`src/rtl/uart_pkg.sv`:
```
`default_nettype none
// ============================================================================
//  Module      : uart_pkg
//  Description : Shared definitions for the UART transmitter and receiver:
//                the frame state encoding and the default oversampling rate.
//  Revision    : 1.0  initial release
// ============================================================================
package uart_pkg;

    // Default number of baud ticks per bit period
    localparam int c_default_oversample = 16;

    // Frame-level states, common to both directions
    typedef enum logic [1:0] {
        IDLE  = 2'd0,
        START = 2'd1,
        DATA  = 2'd2,
        STOP  = 2'd3
    } uart_state_t;

endpackage : uart_pkg
`default_nettype wire

```
`src/rtl/uart_sync_2ff.sv`:
```
`default_nettype none
// ============================================================================
//  Module      : uart_sync_2ff
//  Description : Two-flop synchroniser for a single asynchronous input.
//                Both flops reset to RESET_VAL so an idle-high line does
//                not produce a false edge when reset releases.
//  Revision    : 1.0  initial release
// ============================================================================
module uart_sync_2ff #(
    parameter logic RESET_VAL = 1'b1
) (
    input  logic clk,
    input  logic rst_n,
    input  logic i_d,
    output logic o_q
);

    logic r_meta;
    logic r_sync;

    // Two-stage capture of the asynchronous input
    always_ff @(posedge clk) begin
        if (!rst_n) begin
            r_meta <= RESET_VAL;
            r_sync <= RESET_VAL;
        end else begin
            r_meta <= i_d;
            r_sync <= r_meta;
        end
    end

    assign o_q = r_sync;

endmodule : uart_sync_2ff
`default_nettype wire

```
`src/rtl/uart_rx.sv`:
```
`default_nettype none
// ============================================================================
//  Module      : uart_rx
//  Description : Oversampling UART receiver. Validates the start bit at its
//                centre, samples each data bit at its centre (LSB first) and
//                delivers the word with a one-clock rx_done strobe and a
//                stop-bit framing-error flag.
//  Revision    : 1.0  initial release
// ============================================================================
module uart_rx
    import uart_pkg::*;
#(
    parameter int DBIT       = 8,
    parameter int OVERSAMPLE = c_default_oversample,
    parameter int STOP_BITS  = 1
) (
    input  logic            clk,
    input  logic            rst_n,
    input  logic            s_tick,
    input  logic            rx,
    output logic [DBIT-1:0] rx_data,
    output logic            rx_done,
    output logic            frame_err,
    output logic            busy
);

    localparam int c_s_w = $clog2(OVERSAMPLE * STOP_BITS);
    localparam int c_n_w = $clog2(DBIT);

    // Tick counts at which each state makes its decision
    localparam logic [c_s_w-1:0] c_start_mid = c_s_w'(OVERSAMPLE / 2 - 1);
    localparam logic [c_s_w-1:0] c_bit_last  = c_s_w'(OVERSAMPLE - 1);
    localparam logic [c_s_w-1:0] c_stop_last = c_s_w'(OVERSAMPLE * STOP_BITS - 1);
    localparam logic [c_n_w-1:0] c_n_last    = c_n_w'(DBIT - 1);

    logic             w_rx_s;

    uart_state_t      r_state,     w_state_nx;
    logic [c_s_w-1:0] r_s_cnt,     w_s_cnt_nx;
    logic [c_n_w-1:0] r_n_cnt,     w_n_cnt_nx;
    logic [DBIT-1:0]  r_shift,     w_shift_nx;
    logic [DBIT-1:0]  r_rx_data,   w_rx_data_nx;
    logic             r_rx_done,   w_rx_done_nx;
    logic             r_frame_err, w_frame_err_nx;

    uart_sync_2ff #(
        .RESET_VAL (1'b1)
    ) u_sync_rx (
        .clk   (clk),
        .rst_n (rst_n),
        .i_d   (rx),
        .o_q   (w_rx_s)
    );

    // State, counters, shift register and output registers
    always_ff @(posedge clk) begin
        if (!rst_n) begin
            r_state     <= IDLE;
            r_s_cnt     <= '0;
            r_n_cnt     <= '0;
            r_shift     <= '0;
            r_rx_data   <= '0;
            r_rx_done   <= 1'b0;
            r_frame_err <= 1'b0;
        end else begin
            r_state     <= w_state_nx;
            r_s_cnt     <= w_s_cnt_nx;
            r_n_cnt     <= w_n_cnt_nx;
            r_shift     <= w_shift_nx;
            r_rx_data   <= w_rx_data_nx;
            r_rx_done   <= w_rx_done_nx;
            r_frame_err <= w_frame_err_nx;
        end
    end

    // Next-state logic; only IDLE reacts on non-tick cycles
    always_comb begin
        w_state_nx     = r_state;
        w_s_cnt_nx     = r_s_cnt;
        w_n_cnt_nx     = r_n_cnt;
        w_shift_nx     = r_shift;
        w_rx_data_nx   = r_rx_data;
        w_rx_done_nx   = 1'b0;
        w_frame_err_nx = r_frame_err;

        case (r_state)
            IDLE: begin
                if (!w_rx_s) begin
                    w_state_nx = START;
                    w_s_cnt_nx = '0;
                end
            end

            START: begin
                if (s_tick) begin
                    if (r_s_cnt == c_start_mid) begin
                        w_s_cnt_nx = '0;
                        if (!w_rx_s) begin
                            w_state_nx = DATA;
                            w_n_cnt_nx = '0;
                        end else begin
                            // Line went back high before mid-bit: glitch
                            w_state_nx = IDLE;
                        end
                    end else begin
                        w_s_cnt_nx = r_s_cnt + c_s_w'(1);
                    end
                end
            end

            DATA: begin
                if (s_tick) begin
                    if (r_s_cnt == c_bit_last) begin
                        w_s_cnt_nx = '0;
                        w_shift_nx = {w_rx_s, r_shift[DBIT-1:1]};
                        if (r_n_cnt == c_n_last) begin
                            w_state_nx = STOP;
                        end else begin
                            w_n_cnt_nx = r_n_cnt + c_n_w'(1);
                        end
                    end else begin
                        w_s_cnt_nx = r_s_cnt + c_s_w'(1);
                    end
                end
            end

            STOP: begin
                if (s_tick) begin
                    if (r_s_cnt == c_stop_last) begin
                        // Leave at the stop-bit centre so a back-to-back
                        // start edge is caught immediately
                        w_state_nx     = IDLE;
                        w_s_cnt_nx     = '0;
                        w_rx_data_nx   = r_shift;
                        w_frame_err_nx = ~w_rx_s;
                        w_rx_done_nx   = 1'b1;
                    end else begin
                        w_s_cnt_nx = r_s_cnt + c_s_w'(1);
                    end
                end
            end

            default: begin
                w_state_nx = IDLE;
                w_s_cnt_nx = '0;
            end
        endcase
    end

    assign rx_data   = r_rx_data;
    assign rx_done   = r_rx_done;
    assign frame_err = r_frame_err;
    assign busy      = (r_state != IDLE);

endmodule : uart_rx
`default_nettype wire

```
`config.mk`:
```
export PLATFORM = sky130hd
export DESIGN_NAME = uart_rx
export DESIGN_NICKNAME = d
export VERILOG_FILES = /design/src/rtl/uart_pkg.sv /design/src/rtl/uart_sync_2ff.sv /design/src/rtl/uart_rx.sv
export SDC_FILE = /design/constraint.sdc
export NUM_CORES = 1
export LEC_CHECK = 0
export ABC_AREA = 1
export CAP_MARGIN = 15
export CORE_MARGIN = 1.5
export CORE_UTILIZATION = 43
export CTS_CLUSTER_SIZE = 8
export DETAILED_ROUTE_END_ITERATION = 7
export SYNTH_ARGS = -nofsm -noshare
export SYNTH_HDL_FRONTEND = slang
export SYNTH_SLANG_ARGS = --single-unit
```
`constraint.sdc`:
```
create_clock -name clk -period 1.6 [get_ports clk]
set_input_delay 0.32 -clock clk [delete_from_list [all_inputs] [get_ports clk]]
set_output_delay 0.32 -clock clk [all_outputs]
set_load 0.02 [all_outputs]
```
# Yosys cells after proc, flatten, opt, wreduce, memory -nomap -nowiden
# Cells that the tools add are included.
[op_classes]
addsub = 2
eq_ne = 17
n_mux = 24
bitwise = 1
n_reduce_logical = 10
[ops]
columns = ["op", "n"]
rows = [
  ["$mux 4", 5],
  ["$ne 2x2->1 const B", 10],
  ["$mux 2", 9],
  ["$mux 3", 6],
  ["$pmux 4 s3", 1],
  ["$reduce_and 3->1", 4],
  ["$pmux 2 s4", 1],
  ["$reduce_and 8->1", 1],
  ["$reduce_and 7->1", 1],
  ["$pmux 3 s2", 1],
  ["$add 4x1->4 const B", 1],
  ["$eq 2x2->1 const B", 2],
  ["$eq 4x3->1 const B", 1],
  ["$eq 4x4->1 const B", 1],
  ["$reduce_bool 2->1", 2],
  ["$add 3x1->3 const B", 1],
  ["$eq 3x3->1 const B", 1],
  ["$eq 2x1->1 const B", 1],
  ["$logic_not 2->1", 1],
  ["$ne 2x1->1 const B", 1],
  ["$reduce_or 2->1", 1],
  ["$mux 1", 1],
  ["$not 1->1", 1],
]
[totals]
ff_bits = 29
out_inout_bits = 11
elab_cells = 63

# Depth between registers and ports, before layout
# Gate-level depths: netlist of the first run.
[logic_depth]
word_depth = 5
ltp_mapped = 9

# Modules after synthesis
# From an unflattened synthesis of the first run, not the netlist that was laid out.
[hier_totals]
cells_unflattened = 162
area_unflattened_um2 = 1293.7
[by_module_without_submodules]
columns = ["module", "instances", "cells_per_inst", "area_each_um2", "seq_area_each_um2"]
rows = [
  ["uart_rx", 1, 156, 1238.7, 540.5],
  ["uart_sync_2ff", 1, 6, 55.1, 40.0],
]

# Worst setup path after synthesis of the first run
# Ideal clock, no wire load.
[synth_path]
path_type = "reg-to-reg"
start = "register r_s_cnt[0]"
end = "register r_shift[0]"
setup_ps = 116
arrival_ps = 1187
required_time_ps = 1484
slack_ps = 298
stages_incl_launch_ff = 7
path_cell_list = "dfxtp_1 ha_1 nand3_2 nor3_4 inv_2 nor2_1 nor2_1"
[synth_via]
elab_chain_cells = 2
[synth_rtl]
columns = ["element", "line", "source"]
rows = [
  ["start: declaration", "uart_rx.sv:39", "logic [c_s_w-1:0] r_s_cnt, w_s_cnt_nx;"],
  ["start signal: assignment", "uart_rx.sv:67", "r_s_cnt <= w_s_cnt_nx;"],
  ["$eq 4x4->1", "uart_rx.sv:113", "if (r_s_cnt == c_bit_last) begin"],
  ["$reduce_and 3->1 (no source line)", "--", ""],
  ["end signal: assignment", "uart_rx.sv:69", "r_shift <= w_shift_nx;"],
  ["end: declaration", "uart_rx.sv:41", "logic [DBIT-1:0] r_shift, w_shift_nx;"],
]
# No other way between the ends.
# A chain may end at the register's enable or synchronous reset.

# Worst setup path in the final report of the first run
[layout_path]
start = "register r_state[0]"
end = "output port busy"
[layout_via]
elab_chain_cells = 1
[layout_rtl]
columns = ["element", "line", "source"]
rows = [
  ["start: declaration", "uart_rx.sv:38", "uart_state_t r_state, w_state_nx;"],
  ["start signal: assignment", "uart_rx.sv:66", "r_state <= w_state_nx;"],
  ["$reduce_bool 2->1", "uart_rx.sv:153", "assign busy = (r_state != IDLE);"],
  ["end: declaration", "uart_rx.sv:24", "output logic busy"],
]
# No other way between the ends.

==> results.toml, run 1 <==
[outcome]
outcome = "finished, final reports clean"

[global_routing]
antenna_found_initial = 0
grt-ovfl-total = 0
busiest_layer = "met2"
grt_pass1_wl_um = 4240
use_met3 = 0.0837
grt_max_degree = 16
grt_pass1_vias = 1026
grt_use_met2 = 0.306
grtUsageTotal = 0.180
grtUsageMet1 = 0.187

[critical_path]
path_cells = "inv_1 -> nand2_1 -> dlygate4sd2_1"
worstPathRequired_ns = 1.28
r2r_setup_slack_ns = 0.15
crit_type = "reg2out"
crit_fanout = 3
cpLargestDelayFamily = "buffers and inverters"
start_kind = "register"
critPathArrivalTime_ns = 1.16
cp-end-kind = "output port"
crit_buf_inv = 2
cp_slowest_cell = "dlygate4sd2_1"
cpPeakStageDelay_ns = 0.34

[place]
post-place-cells = 208
dp_hpwl_um = 1810
dp_slack_ns = -0.0336
portBuffers = 14
gp_congestion = 0.745

[timing]
max_freq_mhz = 675
rsz0062_at_grt = "no"
timing_hold_violations_final = 0
period_needed_ns = 1.48
fin_skew_ns = 0.0102
setup_viol = 0
period_share = 0.926
slew_headroom = 0.830
setup_ws_ns = 0.118
tightestPinTransition_ns = 0.255
slew_viol_final = 0

[synth]
synthArstFlopShare = 0
ys_seq_area_frac = 0.478
syn_area_mm2 = 0.00121
synth_compound_area_frac = 0.129
syn_inst = 159
synthTopCellsByCount = "nor2_1, dfxtp_1, nand2_1"
synth_top_area_share = 0.478
synth_area_leaders = "dfxtp_1, nor2_1, o21ai_0, nand2_1, inv_1"
synth-seq-cells = 29
synth_flop_cell = "dfxtp_1"
synth_edf_count = 0
synthMuxAreaShare = 0
synth_adder_area_share = 0.0309
synthSimpleGateAreaFrac = 0.294
synth.most_common_cell = "nor2_1"
syn-num-nets = 166
yosysWarningCount = 0
synth.avg_cell_area_um2 = 7.63
synth_top_family_by_area = "simple AND/OR/NAND/NOR gates"
yosysUniqueCellTypes = 22
synthXorXnorAreaFrac = 0.00722
yosys.area.top_type = "dfxtp_1"

[cts]
clockBufferDepth = 2
clockRootBuffer = "clkbuf_4"
postCtsHoldBufs = 0
cts_buffers = 5
tritoncts = "done"
clock_sinks = 29
clk_latency_ns = 0.32
clk_pin_slew_worst_paths_ns = 0.09
htree_levels = 2

[route]
wl_um = 2440
viasPerCell = 4.95
vias = 1080
wire_per_inst_um = 11.2
ant_nets = 0
drc = 0
drt_pre_antenna_iters = 4
drt_iter0_drc = 34

[min_path]
holdCritPathClass = "reg2reg"

[final_layout]
fin_cells = 218
area_growth_syn_to_layout_pct = 23.5
antennaDiodeCount = 0
final_layout_size_suffix_gt1_frac = 0.171
nets = 193

[die]
num_rows = 19
fp.dieW_um = 56.1
dieArea_mm2 = 0.00315
boundaryPins = 15
die_h_um = 56.1
start_util = 0.448
core_area_mm2 = 0.00271

[pwr]
vdd_ir_drop_max_uv = 589
power.density_mw_per_mm2 = 875
total_leakage_power_nw = 0.790

[run]
cap_violations = 0
-- timing repair --
action / 4_1_cts / 5_1_grt
setup buffers: 0 / 2
resized for setup: 7 / 6
pin swaps: 0 / 1
cloned: 0 / 0
endpoints found under the setup margin: 7 / 17
-- per-layer routing --
metal,vias up,wire (µm)
met5,-,0
met4,0,18
met3,2,108
met2,20,1260
met1,491,1050
li1,567,-
-- flip-flops by register name, indices dropped and copies added (netlist names), named ones only --
signal,cells
r_s_cnt,4
r_n_cnt,3
u_sync_rx.r_meta,1
r_state,1
r_shift,8
u_sync_rx.o_q,1
rx_done,1
rx_data,8
frame_err,1
-- layout by cell type, fill, tap and decap left out, drive strengths merged, types with 6 or more instances in the layout --
cell type,netlist,layout
nor2,41,41
inv,15,15
dfxtp,29,29
o21ai,20,20
clkbuf,1,6
buf,2,9
dlygate4sd2,0,7
a21oi,9,9
nand2,21,21
nand3,9,9
-- layout make-up --
class                      instances  area, µm²
clock buffer                       6       41.3
clock inverter                     2       10.0
fill                             289       1210
inverter                          15       56.3
multi-input combinational        112        562
sequential                        29        582
tap                               31       38.8
timing repair buffer              23        209
-- worst paths after layout --
kind,from,to,cells after the start
max,r_state[0],busy,3
min,u_sync_rx.r_meta,u_sync_rx.o_q,1
max reg2reg,r_s_cnt[1],r_shift[7],6
min reg2reg,u_sync_rx.r_meta,u_sync_rx.o_q,1
-- stage by stage --
step,power [mW],hold WS (ns),area (µm²),util,setup TNS (ns)
final,1.31,0.426,1500,0.553,0
after CTS,1.34,0.434,1470,0.542,0
after floorplan,0.865,0.393,1210,-,0
after detailed placement,0.924,0.405,1430,0.527,-0.185
after global placement,0.920,0.399,1430,0.527,-0.147
after global routing,1.39,0.454,1500,0.553,0
-- report_power, final --
part / switching (mW) / internal (mW) / leakage, nW
Clock: 0.243 / 0.167 / 0.0320
Combinational: 0.107 / 0.0577 / 0.523
Sequential: 0.00532 / 0.731 / 0.235
Total: 0.356 / 0.956 / 0.790
-- logic make-up after synthesis --
family / Yosys count
adders and majority gates: 3
and+or+nand+nor: 79
DFF: 29
AOI/OAI and AO/OA: 29
buffers and inverters: 18
xor gates and xnor gates: 1
(Power assumes the default switching activity.)
==> inputs of run 2 (changes only) <==
--- a/config.mk
+++ b/config.mk
@@ -8,9 +8,10 @@
 export ABC_AREA = 1
 export CAP_MARGIN = 15
 export CORE_MARGIN = 1.5
-export CORE_UTILIZATION = 43
+export CORE_UTILIZATION = 40
 export CTS_CLUSTER_SIZE = 8
 export DETAILED_ROUTE_END_ITERATION = 7
+export SKIP_CTS_REPAIR_TIMING = 1
 export SYNTH_ARGS = -nofsm -noshare
 export SYNTH_HDL_FRONTEND = slang
 export SYNTH_SLANG_ARGS = --single-unit
==> run 2 against run 1 <==
Net effect: power grew 18%; worst hold slack lost 0.00089 ns; clock-buffer cell count is the same; routed wire length grew 1.8%; register-to-register slack is essentially flat; worst setup slack gained 0.028 ns; cell count shrank 0.46%; clock skew shrank 0.0057 ns; core utilization is essentially flat; critical path depth grew 3; maximum frequency grew 1.9%; via count grew 1.7%.
==> results.toml, run 2 (synthesis results as in run 1) <==
[timing]
finalSetupTns_ns = 0
period_needed_ns = 1.45
slew_headroom = 0.800
timing.hold.ws_ns = 0.425
setup_viol = 0
tightestPinTransition_ns = 0.299
rsz0062_at_grt = "no"
slew_viol_final = 0
timing_hold_violations_final = 0
fin_skew_ns = 0.00447
period_share = 0.909
max_freq_mhz = 688

[route]
viasPerCell = 5.06
drc = 0
wire_per_inst_um = 11.4
vias = 1098
drt_pre_antenna_iters = 4
wl_um = 2480
ant_nets = 0
drt_iter0_drc = 49

[critical_path]
crit_type = "reg2reg"
cp_slowest_cell = "dfxtp_1"
r2r-start = "r_s_cnt[1]"
critPathArrivalTime_ns = 1.73
path_cells = "ha_2 -> nand3_2 -> nor3_4 -> buf_4 -> o21ai_0 -> nor2_1"
start_kind = "register"
cpPeakStageDelay_ns = 0.37
cp-end-kind = "register"
crit_start = "r_s_cnt[1]"
worstPathRequired_ns = 1.88
crit_fanout = 6

[run]
cap_violations = 0

[global_routing]
grtUsageTotal = 0.171
grt_pass1_vias = 1049
grt-ovfl-total = 0
grt_pass1_wl_um = 4300
grt_max_degree = 22
antenna_found_initial = 0

[cts]
clk_latency_ns = 0.33
clockRootBuffer = "clkbuf_4"
clk_pin_slew_worst_paths_ns = 0.10
clock_sinks = 29
cts_buffers = 5
clockBufferDepth = 2
htree_levels = 2
tritoncts = "done"

[outcome]
outcome = "finished, final reports clean"

[place]
post-place-cells = 209
dp_hpwl_um = 1770
gp_congestion = 0.779
portBuffers = 14

[pwr]
vdd_ir_drop_max_uv = 647
power.density_mw_per_mm2 = 989
total_leakage_power_nw = 0.902

[min_path]
holdCritPathClass = "reg2reg"
hp-start = "u_sync_rx.r_meta"

[die]
die_h_um = 58.1
start_util = 0.429
num_rows = 19
boundaryPins = 15
dieArea_mm2 = 0.00337
fp.dieW_um = 58.1
core_area_mm2 = 0.00283

[final_layout]
final_common_cell = "nor2_1"
utilization = 0.553
antennaDiodeCount = 0
area_growth_syn_to_layout_pct = 29.0
multi_input_area_um2 = 568
final_cell_mix = "nor2_1, dfxtp_1, nand2_1, o21ai_0, inv_1"
n_fill_cell = 272
nets = 192
final_layout_size_suffix_gt1_frac = 0.172
fin_cells = 217
regArea_um2 = 582
## run 2: cell types whose count changed in the layout (fill, tap and decap cells not counted)
cell	before	now
nor3_4	1	2
nor3_2	1	0
buf_4	9	7
clkbuf_1	1	0
clkbuf_8	0	1
clkinvlp_4	0	1
clkinv_2	2	0
dlygate4sd2_1	7	0
dlymetal6s2s_1	4	11
buf_6	0	1
bufinv_16	0	1
## run 2: worst paths after layout
check	slack (ns)	endpoint	cells after the start
setup / recovery	0.15	r_shift[2]	6
hold / removal	0.43	u_sync_rx.o_q	1
setup reg to reg	0.15	r_shift[2]	6
hold reg to reg	0.43	u_sync_rx.o_q	1
## run 2: cell type report
class | count | share of cell area
sequential | 29 | 0.372
multi-input combinational | 112 | 0.363
timing repair buffer | 22 | 0.148
inverter | 15 | 0.0360
clock buffer | 6 | 0.0328
tap | 31 | 0.0248
clock inverter | 2 | 0.0240
## run 2: power breakdown
| part | internal (mW) | total (mW) | switching (mW) |
|---|---|---|---|
| Combinational | 0.0591 | 0.168 | 0.109 |
| Sequential | 0.731 | 0.737 | 0.00614 |
| Clock | 0.371 | 0.643 | 0.272 |
## run 2: routing by layer
metal | GRT usage | share of wire
met1 | 0.203 | 0.47
met2 | 0.271 | 0.46
met3 | 0.0491 | 0.040
met4 | 0.110 | 0.027
met5 | 0 | 0
## run 2: metrics by stage
step / worst slack [ns] / area (µm²) / power, mW
finish: 0.146 / 1570 / 1.55
global route: 0.0169 / 1570 / 1.62
CTS: -0.200 / 1520 / 1.57
detailed placement: -0.0107 / 1440 / 0.921
global placement: 0.0137 / 1440 / 0.918
floorplan: 0.298 / 1210 / 0.865
## run 2: critical path, delay by kind of cell (launching register included)
family,cells,cell delay (ns)
AO/OA/AOI/OAI,1,0.07
adder cells (fa/ha/maj),1,0.22
buffers and inverters,1,0.18
flip-flops,1,0.37
AND/OR/NAND/NOR,3,0.56
